### src/rtl/mul_ctrl_if.sv
// Bundles the EX-side request, the iterative multiplier handshake and the HI/LO write port of mul_ctrl.
// master = the controller; slave = the pipeline/multiplier environment around it.
interface mul_ctrl_if;
    logic        valid_i;
    logic [1:0]  op_i;
    logic [31:0] src1_i;
    logic [31:0] src2_i;
    logic [31:0] hi_i;
    logic [31:0] lo_i;
    logic        flush_i;

    logic        mul_start_o;
    logic        mul_signed_o;
    logic [31:0] mul_op1_o;
    logic [31:0] mul_op2_o;
    logic        mul_annul_o;
    logic [63:0] mul_result_i;
    logic        mul_ready_i;

    logic        stallreq_o;
    logic        hilo_we_o;
    logic [31:0] hi_o;
    logic [31:0] lo_o;

    modport master (
        input  valid_i, op_i, src1_i, src2_i, hi_i, lo_i, flush_i,
        input  mul_result_i, mul_ready_i,
        output mul_start_o, mul_signed_o, mul_op1_o, mul_op2_o, mul_annul_o,
        output stallreq_o, hilo_we_o, hi_o, lo_o
    );

    modport slave (
        output valid_i, op_i, src1_i, src2_i, hi_i, lo_i, flush_i,
        output mul_result_i, mul_ready_i,
        input  mul_start_o, mul_signed_o, mul_op1_o, mul_op2_o, mul_annul_o,
        input  stallreq_o, hilo_we_o, hi_o, lo_o
    );
endinterface

### src/rtl/mul_ctrl.sv
// Sequences one MULT/MULTU (and MADD/MSUB when MUL_ACC_EN is defined) through the iterative
// multiplier, stalling EX from acceptance until the single-cycle HI/LO write in DONE.
module mul_ctrl (
    input  logic       clk,
    input  logic       rst,
    mul_ctrl_if.master bus
);

    typedef enum logic [1:0] {
        S_IDLE = 2'd0,
        S_RUN  = 2'd1,
        S_ACC  = 2'd2,
        S_DONE = 2'd3
    } state_e;

    state_e      state_q;
    state_e      state_d;
    logic        signed_q;
    logic [31:0] op1_q;
    logic [31:0] op2_q;
    logic [63:0] prod_q;
    logic        annul_q;
    logic        op_ok;
    logic        accept;
    logic        kill;

`ifdef MUL_ACC_EN
    logic [1:0]  op_q;
    logic [63:0] hilo_q;
    logic [63:0] acc_q;

    assign op_ok = 1'b1;
`else
    logic        unused_hilo;

    // Accumulate ops are refused outright so EX never stalls on them.
    assign op_ok       = ~bus.op_i[1];
    assign unused_hilo = ^{bus.hi_i, bus.lo_i};
`endif

    assign accept = (state_q == S_IDLE) && bus.valid_i && !bus.flush_i && op_ok;
    assign kill   = ((state_q == S_RUN) || (state_q == S_ACC)) && bus.flush_i;

    always_ff @(posedge clk) begin
        if (rst) begin
            state_q <= S_IDLE;
        end else begin
            state_q <= state_d;
        end
    end

    always_comb begin
        state_d = state_q;
        case (state_q)
            S_IDLE: begin
                if (accept) begin
                    state_d = S_RUN;
                end
            end
            S_RUN: begin
                if (bus.flush_i) begin
                    state_d = S_IDLE;
                end else if (bus.mul_ready_i) begin
`ifdef MUL_ACC_EN
                    state_d = op_q[1] ? S_ACC : S_DONE;
`else
                    state_d = S_DONE;
`endif
                end
            end
            S_ACC: begin
                state_d = bus.flush_i ? S_IDLE : S_DONE;
            end
            S_DONE: begin
                // Already retired: a flush here cannot cancel the write.
                state_d = S_IDLE;
            end
            default: begin
                state_d = S_IDLE;
            end
        endcase
    end

    always_ff @(posedge clk) begin
        if (rst) begin
            signed_q <= 1'b0;
            op1_q    <= 32'h0;
            op2_q    <= 32'h0;
            prod_q   <= 64'h0;
            annul_q  <= 1'b0;
`ifdef MUL_ACC_EN
            op_q     <= 2'b00;
            hilo_q   <= 64'h0;
            acc_q    <= 64'h0;
`endif
        end else begin
            annul_q <= kill;
            if (accept) begin
                signed_q <= (bus.op_i != 2'b01);
                op1_q    <= bus.src1_i;
                op2_q    <= bus.src2_i;
`ifdef MUL_ACC_EN
                op_q     <= bus.op_i;
                hilo_q   <= {bus.hi_i, bus.lo_i};
`endif
            end else if (kill || (state_q == S_DONE)) begin
                signed_q <= 1'b0;
            end
            if ((state_q == S_RUN) && bus.mul_ready_i && !bus.flush_i) begin
                prod_q <= bus.mul_result_i;
            end
`ifdef MUL_ACC_EN
            // Modulo 2^64: carry/borrow out of HI is dropped.
            if ((state_q == S_ACC) && !bus.flush_i) begin
                acc_q <= op_q[0] ? (hilo_q - prod_q) : (hilo_q + prod_q);
            end
`endif
        end
    end

    always_comb begin
        bus.mul_start_o  = 1'b0;
        bus.stallreq_o   = 1'b0;
        bus.hilo_we_o    = 1'b0;
        bus.hi_o         = 32'h0;
        bus.lo_o         = 32'h0;
        bus.mul_signed_o = signed_q;
        bus.mul_op1_o    = op1_q;
        bus.mul_op2_o    = op2_q;
        bus.mul_annul_o  = annul_q;
        case (state_q)
            S_IDLE: begin
                bus.stallreq_o = accept;
            end
            S_RUN, S_ACC: begin
                bus.mul_start_o = 1'b1;
                bus.stallreq_o  = 1'b1;
            end
            S_DONE: begin
                bus.hilo_we_o = 1'b1;
`ifdef MUL_ACC_EN
                {bus.hi_o, bus.lo_o} = op_q[1] ? acc_q : prod_q;
`else
                {bus.hi_o, bus.lo_o} = prod_q;
`endif
            end
            default: begin
            end
        endcase
    end

endmodule

### src/flat_wrapper.sv
// flat-port wrapper written by rule: the top's interface ports become plain ports
module mul_ctrl_flat 
  (clk, rst, bus_valid_i, bus_op_i, bus_src1_i, bus_src2_i, bus_hi_i, bus_lo_i, bus_flush_i, bus_mul_result_i, bus_mul_ready_i, bus_mul_start_o, bus_mul_signed_o, bus_mul_op1_o, bus_mul_op2_o, bus_mul_annul_o, bus_stallreq_o, bus_hilo_we_o, bus_hi_o, bus_lo_o);
  mul_ctrl_if bus_i ();
  input  logic clk;
  input  logic rst;
  input wire logic [$bits(bus_i.valid_i)-1:0] bus_valid_i;
  input wire logic [$bits(bus_i.op_i)-1:0] bus_op_i;
  input wire logic [$bits(bus_i.src1_i)-1:0] bus_src1_i;
  input wire logic [$bits(bus_i.src2_i)-1:0] bus_src2_i;
  input wire logic [$bits(bus_i.hi_i)-1:0] bus_hi_i;
  input wire logic [$bits(bus_i.lo_i)-1:0] bus_lo_i;
  input wire logic [$bits(bus_i.flush_i)-1:0] bus_flush_i;
  input wire logic [$bits(bus_i.mul_result_i)-1:0] bus_mul_result_i;
  input wire logic [$bits(bus_i.mul_ready_i)-1:0] bus_mul_ready_i;
  output wire logic [$bits(bus_i.mul_start_o)-1:0] bus_mul_start_o;
  output wire logic [$bits(bus_i.mul_signed_o)-1:0] bus_mul_signed_o;
  output wire logic [$bits(bus_i.mul_op1_o)-1:0] bus_mul_op1_o;
  output wire logic [$bits(bus_i.mul_op2_o)-1:0] bus_mul_op2_o;
  output wire logic [$bits(bus_i.mul_annul_o)-1:0] bus_mul_annul_o;
  output wire logic [$bits(bus_i.stallreq_o)-1:0] bus_stallreq_o;
  output wire logic [$bits(bus_i.hilo_we_o)-1:0] bus_hilo_we_o;
  output wire logic [$bits(bus_i.hi_o)-1:0] bus_hi_o;
  output wire logic [$bits(bus_i.lo_o)-1:0] bus_lo_o;
  assign bus_i.valid_i = bus_valid_i;
  assign bus_i.op_i = bus_op_i;
  assign bus_i.src1_i = bus_src1_i;
  assign bus_i.src2_i = bus_src2_i;
  assign bus_i.hi_i = bus_hi_i;
  assign bus_i.lo_i = bus_lo_i;
  assign bus_i.flush_i = bus_flush_i;
  assign bus_i.mul_result_i = bus_mul_result_i;
  assign bus_i.mul_ready_i = bus_mul_ready_i;
  assign bus_mul_start_o = bus_i.mul_start_o;
  assign bus_mul_signed_o = bus_i.mul_signed_o;
  assign bus_mul_op1_o = bus_i.mul_op1_o;
  assign bus_mul_op2_o = bus_i.mul_op2_o;
  assign bus_mul_annul_o = bus_i.mul_annul_o;
  assign bus_stallreq_o = bus_i.stallreq_o;
  assign bus_hilo_we_o = bus_i.hilo_we_o;
  assign bus_hi_o = bus_i.hi_o;
  assign bus_lo_o = bus_i.lo_o;
  mul_ctrl u_core (.clk(clk), .rst(rst), .bus(bus_i));
endmodule
### config.mk
export PLATFORM = sky130hd
export DESIGN_NAME = mul_ctrl_flat
export DESIGN_NICKNAME = d
export VERILOG_FILES = /design/src/rtl/mul_ctrl_if.sv /design/src/rtl/mul_ctrl.sv /design/src/flat_wrapper.sv
export SDC_FILE = /design/constraint.sdc
export NUM_CORES = 1
export LEC_CHECK = 0
export CAP_MARGIN = 10
export CORE_ASPECT_RATIO = 0.8
export CORE_MARGIN = 2
export CORE_UTILIZATION = 33
export CTS_CLUSTER_SIZE = 16
export DETAILED_ROUTE_END_ITERATION = 6
export PLACE_DENSITY = 0.88
export SLEW_MARGIN = 20
export SYNTH_ARGS = -nofsm -noshare
export SYNTH_HDL_FRONTEND = slang
export SYNTH_SLANG_ARGS = --single-unit
export TNS_END_PERCENT = 50
### constraint.sdc
create_clock -name clk -period 1.48 [get_ports clk]
set_input_delay 0.148 -clock clk [delete_from_list [all_inputs] [get_ports clk]]
set_output_delay 0.148 -clock clk [all_outputs]
set_load 0.02 [all_outputs]
==> results of run 1 <==
flip-flops by register name, summed over array words and instances (netlist names):
| name | count |
|---|---|
| u_core.state_q | 2 |
| u_core.bus.mul_signed_o | 1 |
| u_core.bus.mul_op1_o | 32 |
| u_core.bus.mul_annul_o | 1 |
| u_core.bus.mul_op2_o | 32 |
| u_core.prod_q | 64 |
timing repair:
action / in CTS / in global routing
setup buffers: 2 / 7
resized for setup: 333 / 295
endpoints found under the setup margin: 263 / 264
pin swaps: 4 / 23
gates cloned: 1 / 23
where the power goes:
part / internal, mW / leakage, nW / switching [mW]
Sequential: 3.72 / 1.07 / 0.0856
Clock: 2.91 / 0.317 / 1.58
Combinational: 0.968 / 3.56 / 0.830
path summary, 6_finish.rpt:
kind	startpoint	to	slack (ns)	cells past startpoint
worst max-delay path	u_core.state_q[1]	bus_hi_o[7]	-0.24	5
worst min-delay path	rst	u_core.prod_q[33]	0.18	2
worst max register to register	u_core.state_q[0]	u_core.prod_q[50]	-0.05	8
worst min register to register	u_core.bus.mul_op1_o[28]	u_core.bus.mul_op1_o[28]	0.45	2
per-layer routing:
metal,GRT usage,vias to the layer above,share of wire
met4,0.0667,2,0.024
met3,0.0711,38,0.074
met1,0.207,2584,0.41
met5,0,-,0.00065
li1,-,2691,-
met2,0.318,222,0.49
cells in the final DEF (no fill, tap or decap), drive strengths merged:
cell type and n:
clkbuf 33, nand3b 2, clkinv 8, nand2b 4, ha 5, nand2 257
and4bb 1, nand4bb 1, dlymetal6s2s 65, or4b 1, inv 3, mux2i 2
and3b 1, diode 1, bufinv 4, or3b 1, buf 111, and2 64
dfxtp 132, clkdlybuf4s50 134, a21oi 130, nor3b 1, nor2 3, nand4b 1
final cells by class:
cell class / count / area [µm²] / area share
Timing Repair Buffer: 324 / 3830 / 0.380
Multi-Input combinational cell: 474 / 2690 / 0.267
Sequential cell: 132 / 2650 / 0.263
Clock buffer: 19 / 453 / 0.0450
Tap cell: 210 / 263 / 0.0261
Clock inverter: 13 / 180 / 0.0179
Inverter: 2 / 10.0 / 0.000994
Antenna cell: 1 / 2.50 / 0.000248
metrics by stage:
stage                     cells  TNS, ns
after floorplan             658  -0.0210
after CTS                  1144   -27.80
after global placement     1109   -39.52
final                      1175   -11.66
after global routing       1175   -18.12
after detailed placement   1109   -41.32
kinds of logic after synthesis:
logic type | Yosys count | synth area share
AOI/OAI and AO/OA | 130 | 0.127
adders and majority gates | 5 | 0.0121
buffers and inverters | 52 | 0.0563
DFF | 132 | 0.513
muxes | 2 | 0.00388
and+or+nand+nor | 337 | 0.288
==> out/qor.yml, run 1 <==
synth_edf_count: 0
syn_inst: 658
slowest_delay_ns: 0.36
crit_path_frequent_cell: "buf_6"
p_total_mw: 10.1
dr.pass1.iters: 4
vias: 5537
drtIter0Drc: 196
grt_max_degree: 66
syn_to_final_growth_pct: 95.4
path_class: "reg -> out"
stdcell_area_um2: 10100
powerDensity_nw_per_um2: 1000
path_clk_slew_ns: 0.06
clock-sinks: 132
root_buffer: "clkbuf_16"
netlist_area_um2: 5150
io_pins: 332
ys_warn_count: 0
ys_types: 22
slowest_stage: "dfxtp_4"
crit_path_start_kind: "flop"
h-tree-depth: 4
initial_core_util: 0.340
avgViaCountPerCell: 4.71
setup_ws_ns: -0.239
finalHoldViolations: 0
core_area_um2: 15200
relSlewSlack: 0.678
yosysTopAreaCellShare: 0.513
yosysSeqAreaShare: 0.513
crit_buf_inv: 3
ir_drop_v: 0.000760
dieArea_um2: 16600
clock_latency_ns: 0.41
violations: "negative setup slack"
yosysMostFrequentCell: "nand2_1"
placed_area_um2: 8120
final-setup-viol-count: 126
wl_per_cell_um: 16.9
numCtsBuffers: 17
path_cells: "ha_4 -> buf_6 -> clkbuf_16 -> and2_1 -> buf_6"
critical_path_required_ns: 1.33
grt_use_total: 0.184
worstPathArrival_ns: 1.57
chipWidth_um: 144
grt_first_pass_wirelength_um: 24300
cp_max_fo: 7
route.detailed.drc: 0
cts_tree: "yes"
period_share: 1.16
grt_overflow: 0
rsz0062_at_grt: "true"
routabilityCongestion: 0.736
yosys_most_used_dff: "dfxtp_1"
cp_top_family: "buffers and inverters"
nNetsFinal: 1155
finClkSkew_ns: 0.00775
yosysTopAreaCell: "dfxtp_1"
synth_async_sr_flop_share: 0
ys_ff_latch: 132
antenna_found_initial: 2
hold_ws_ns: 0.180
endpoint_kind: "output port"
status: "finished with violations"
pre_cts_ws_ns: -0.398
max_slew.worst_pin.slew_ns: 0.483
worstHoldPathType: "in -> reg"
max_cap_violations: 0
final_util: 0.664
syn_nets: 862
io_buffers: 267
wl_um: 19900
synthTopCellsByArea: "dfxtp_1 (51%), nand2_1 (19%), a21oi_1 (13%)"
fp.dieH_um: 116
num_rows: 40
timing.fmax_ghz: 0.582
final_antenna_net_count: 0
hpwlAfterDp_um: 10900
n_fill_cell: 1156
synth_common_cells: "nand2_1 (257), dfxtp_1 (132), a21oi_1 (129)"
p_leak_nw: 4.94
finalWorstPathRequiredPeriod_ns: 1.72
syn_area_per_cell_um2: 7.83
cts_buffer_depth: 2
cts_hold_buf: 0
grt_pass1_vias: 4955
layout-drive-gt1-share: 0.299
slew_viol_final: 0
Note: power is estimated with default switching activity, not from simulation.
==> inputs of run 2 (changes only) <==
--- a/config.mk
+++ b/config.mk
@@ -11,6 +11,7 @@
 export CORE_UTILIZATION = 33
 export CTS_CLUSTER_SIZE = 16
 export DETAILED_ROUTE_END_ITERATION = 6
+export GPL_TIMING_DRIVEN = 0
 export PLACE_DENSITY = 0.88
 export SLEW_MARGIN = 20
 export SYNTH_ARGS = -nofsm -noshare
==> out/qor.yml, run 2 (synthesis gave the netlist of run 1 again) <==
endpoint_kind: "output port"
vias: 5460  # -1.4%
finClkSkew_ns: 0.00617  # -0.00157 ns
final_common_cell: "nand2_1"
cts_buffer_depth: 2  # unchanged
timing.fmax_ghz: 0.571  # -1.8%
layout-drive-gt1-share: 0.255  # -0.0439
cts_hold_buf: 0  # unchanged
regMostFlops: "u_core.prod_q"
clock-sinks: 132  # unchanged
tns_ns: -17.75  # -6.09 ns
antenna_found_initial: 0  # -2
core_area_um2: 15200  # unchanged
most-common-layout-cells: "nand2_1 (244), clkdlybuf4s50_1 (133), dfxtp_1 (130)"
io_pins: 332  # unchanged
drtIter0Drc: 185  # -5.6%
crit_path_start_kind: "flop"
relSlewSlack: 0.504  # -0.174
wl_met1_um: 7470  # -7.9%
initial_core_util: 0.340  # unchanged
finalHoldViolations: 0  # unchanged
diodes: 0  # -1
grt_use_total: 0.203  # +0.0194
io_buffers: 266  # -0.37%
numCtsBuffers: 17  # unchanged
max_slew.worst_pin.slew_ns: 0.744  # +0.260 ns
finalWorstPathRequiredPeriod_ns: 1.75  # +0.0315 ns
status: "finished with violations"
h-tree-depth: 4  # unchanged
syn_to_final_growth_pct: 85.5
path_class: "reg -> out"
grt_first_pass_wirelength_um: 26000  # +7.1%
powerDensity_nw_per_um2: 1040  # +4.0%
wl_um: 18500  # -6.8%
pre_cts_ws_ns: -0.833  # -0.435 ns
final-setup-viol-count: 178  # +41%
critical_path_required_ns: 1.33  # about the same
highest_layer: "met4"
wl_met3_um: 1200  # -19%
worstPathArrival_ns: 1.60  # +0.03 ns
setup_ws_ns: -0.270  # -0.0315 ns
grt_pass1_vias: 5236  # +5.7%
cp_max_fo: 4  # -3
max_cap_violations: 0  # unchanged
wl_per_cell_um: 15.6  # -7.8%
routabilityCongestion: 0.753  # +2.3%
cts_tree: "yes"
dieArea_um2: 16600  # unchanged
violations: "negative setup slack"
route.met2.wl_um: 9550  # -2.5%
ir_drop_v: 0.000786  # +3.5%
hold_ws_ns: 0.0923  # -0.0877 ns
worstHoldPathType: "in -> reg"
fp.dieH_um: 116  # unchanged
rsz0062_at_grt: "true"
period_share: 1.18  # +0.0213
p_leak_nw: 4.08  # -17%
grt_max_degree: 17  # -74%
hpwlAfterDp_um: 12400  # +14%
final_antenna_net_count: 0  # unchanged
slew_viol_final: 0  # unchanged
clock_latency_ns: 0.41  # about the same
root_buffer: "clkbuf_16"
nNetsFinal: 1168  # +1.1%
avgViaCountPerCell: 4.60  # -2.4%
route.detailed.drc: 0  # unchanged
path_clk_slew_ns: 0.06  # about the same
chipWidth_um: 144  # unchanged
dr.pass1.iters: 4  # unchanged
grt_overflow: 0  # unchanged
n_fill_cell: 1264  # +9.3%
largest_reg_flops: 64  # unchanged
num_rows: 40  # unchanged
[run 2: cell types whose count changed in the layout (fill, tap and decap cells not counted), sizes merged, moves of 2 or more]
cell | previous run | this run
clkinv | 8 | 6
dlymetal6s2s | 65 | 12
buf | 111 | 115
clkbuf | 33 | 42
dlygate4sd2 | 0 | 55
[run 2: stage by stage]
step	power [mW]	cells	util	area, µm²
floorplan	4.46	658	-	5160
finish	9.96	1187	0.630	9560
detailed placement	5.17	1134	0.533	8090
global route	10.3	1187	0.630	9560
CTS	9.92	1175	0.584	8860
global placement	5.14	1134	0.533	8090
[run 2: critical path, cell delays in order (launching register included)]
cell	delay, ns
dfxtp_4	0.39
inv_4	0.05
ha_4	0.15
and4bb_2	0.24
buf_8	0.13
nor2_4	0.07
nor2_2	0.04
buf_6	0.12
[run 2: per-layer routing]
layer / up-vias / global-route usage
met5: - / 0
met4: 0 / 0.0588
met3: 30 / 0.0649
met2: 183 / 0.364
met1: 2535 / 0.233
li1: 2712 / -
[run 2: power breakdown]
part           switching, mW  internal, mW
sequential            0.0936          3.72
clock                   1.59          3.08
combinational          0.691         0.783
total                   2.37          7.59
[run 2: worst paths after layout]
check                                   to                     start  slack (ns)  depth (start not counted)
hold reg to reg   u_core.bus.mul_op2_o[26]  u_core.bus.mul_op2_o[26]        0.45                          2
hold / removal           u_core.state_q[0]                       rst        0.09                          3
setup / recovery            bus_stallreq_o         u_core.state_q[0]       -0.27                          7
setup reg to reg         u_core.prod_q[25]         u_core.state_q[1]       -0.08                          8
[run 2: layout make-up]
class	count	area, µm²	area share
clock inverter	12	203	0.0212
inverter	2	12.5	0.00131
buffer	50	552	0.0577
sequential	132	2650	0.277
timing repair buffer	287	2940	0.308
clock buffer	20	457	0.0478
tap	210	263	0.0275
multi-input combinational	474	2480	0.259
[run 2: timing repair]
item | CTS | global route
cloned | 2 | 10
pin swaps | 9 | 32
gates resized for setup | 424 | 206
setup buffers | 7 | 4
setup endpoints to repair | 253 | 204
==> inputs of run 3 (changes only) <==
--- a/config.mk
+++ b/config.mk
@@ -5,13 +5,12 @@
 export SDC_FILE = /design/constraint.sdc
 export NUM_CORES = 1
 export LEC_CHECK = 0
-export CAP_MARGIN = 10
+export CAP_MARGIN = 5
 export CORE_ASPECT_RATIO = 0.8
 export CORE_MARGIN = 2
 export CORE_UTILIZATION = 33
 export CTS_CLUSTER_SIZE = 16
 export DETAILED_ROUTE_END_ITERATION = 6
-export GPL_TIMING_DRIVEN = 0
 export PLACE_DENSITY = 0.88
 export SLEW_MARGIN = 20
 export SYNTH_ARGS = -nofsm -noshare
==> results of run 3 <==
No change in the layout: final DEF, timing and power equal those of run 1.
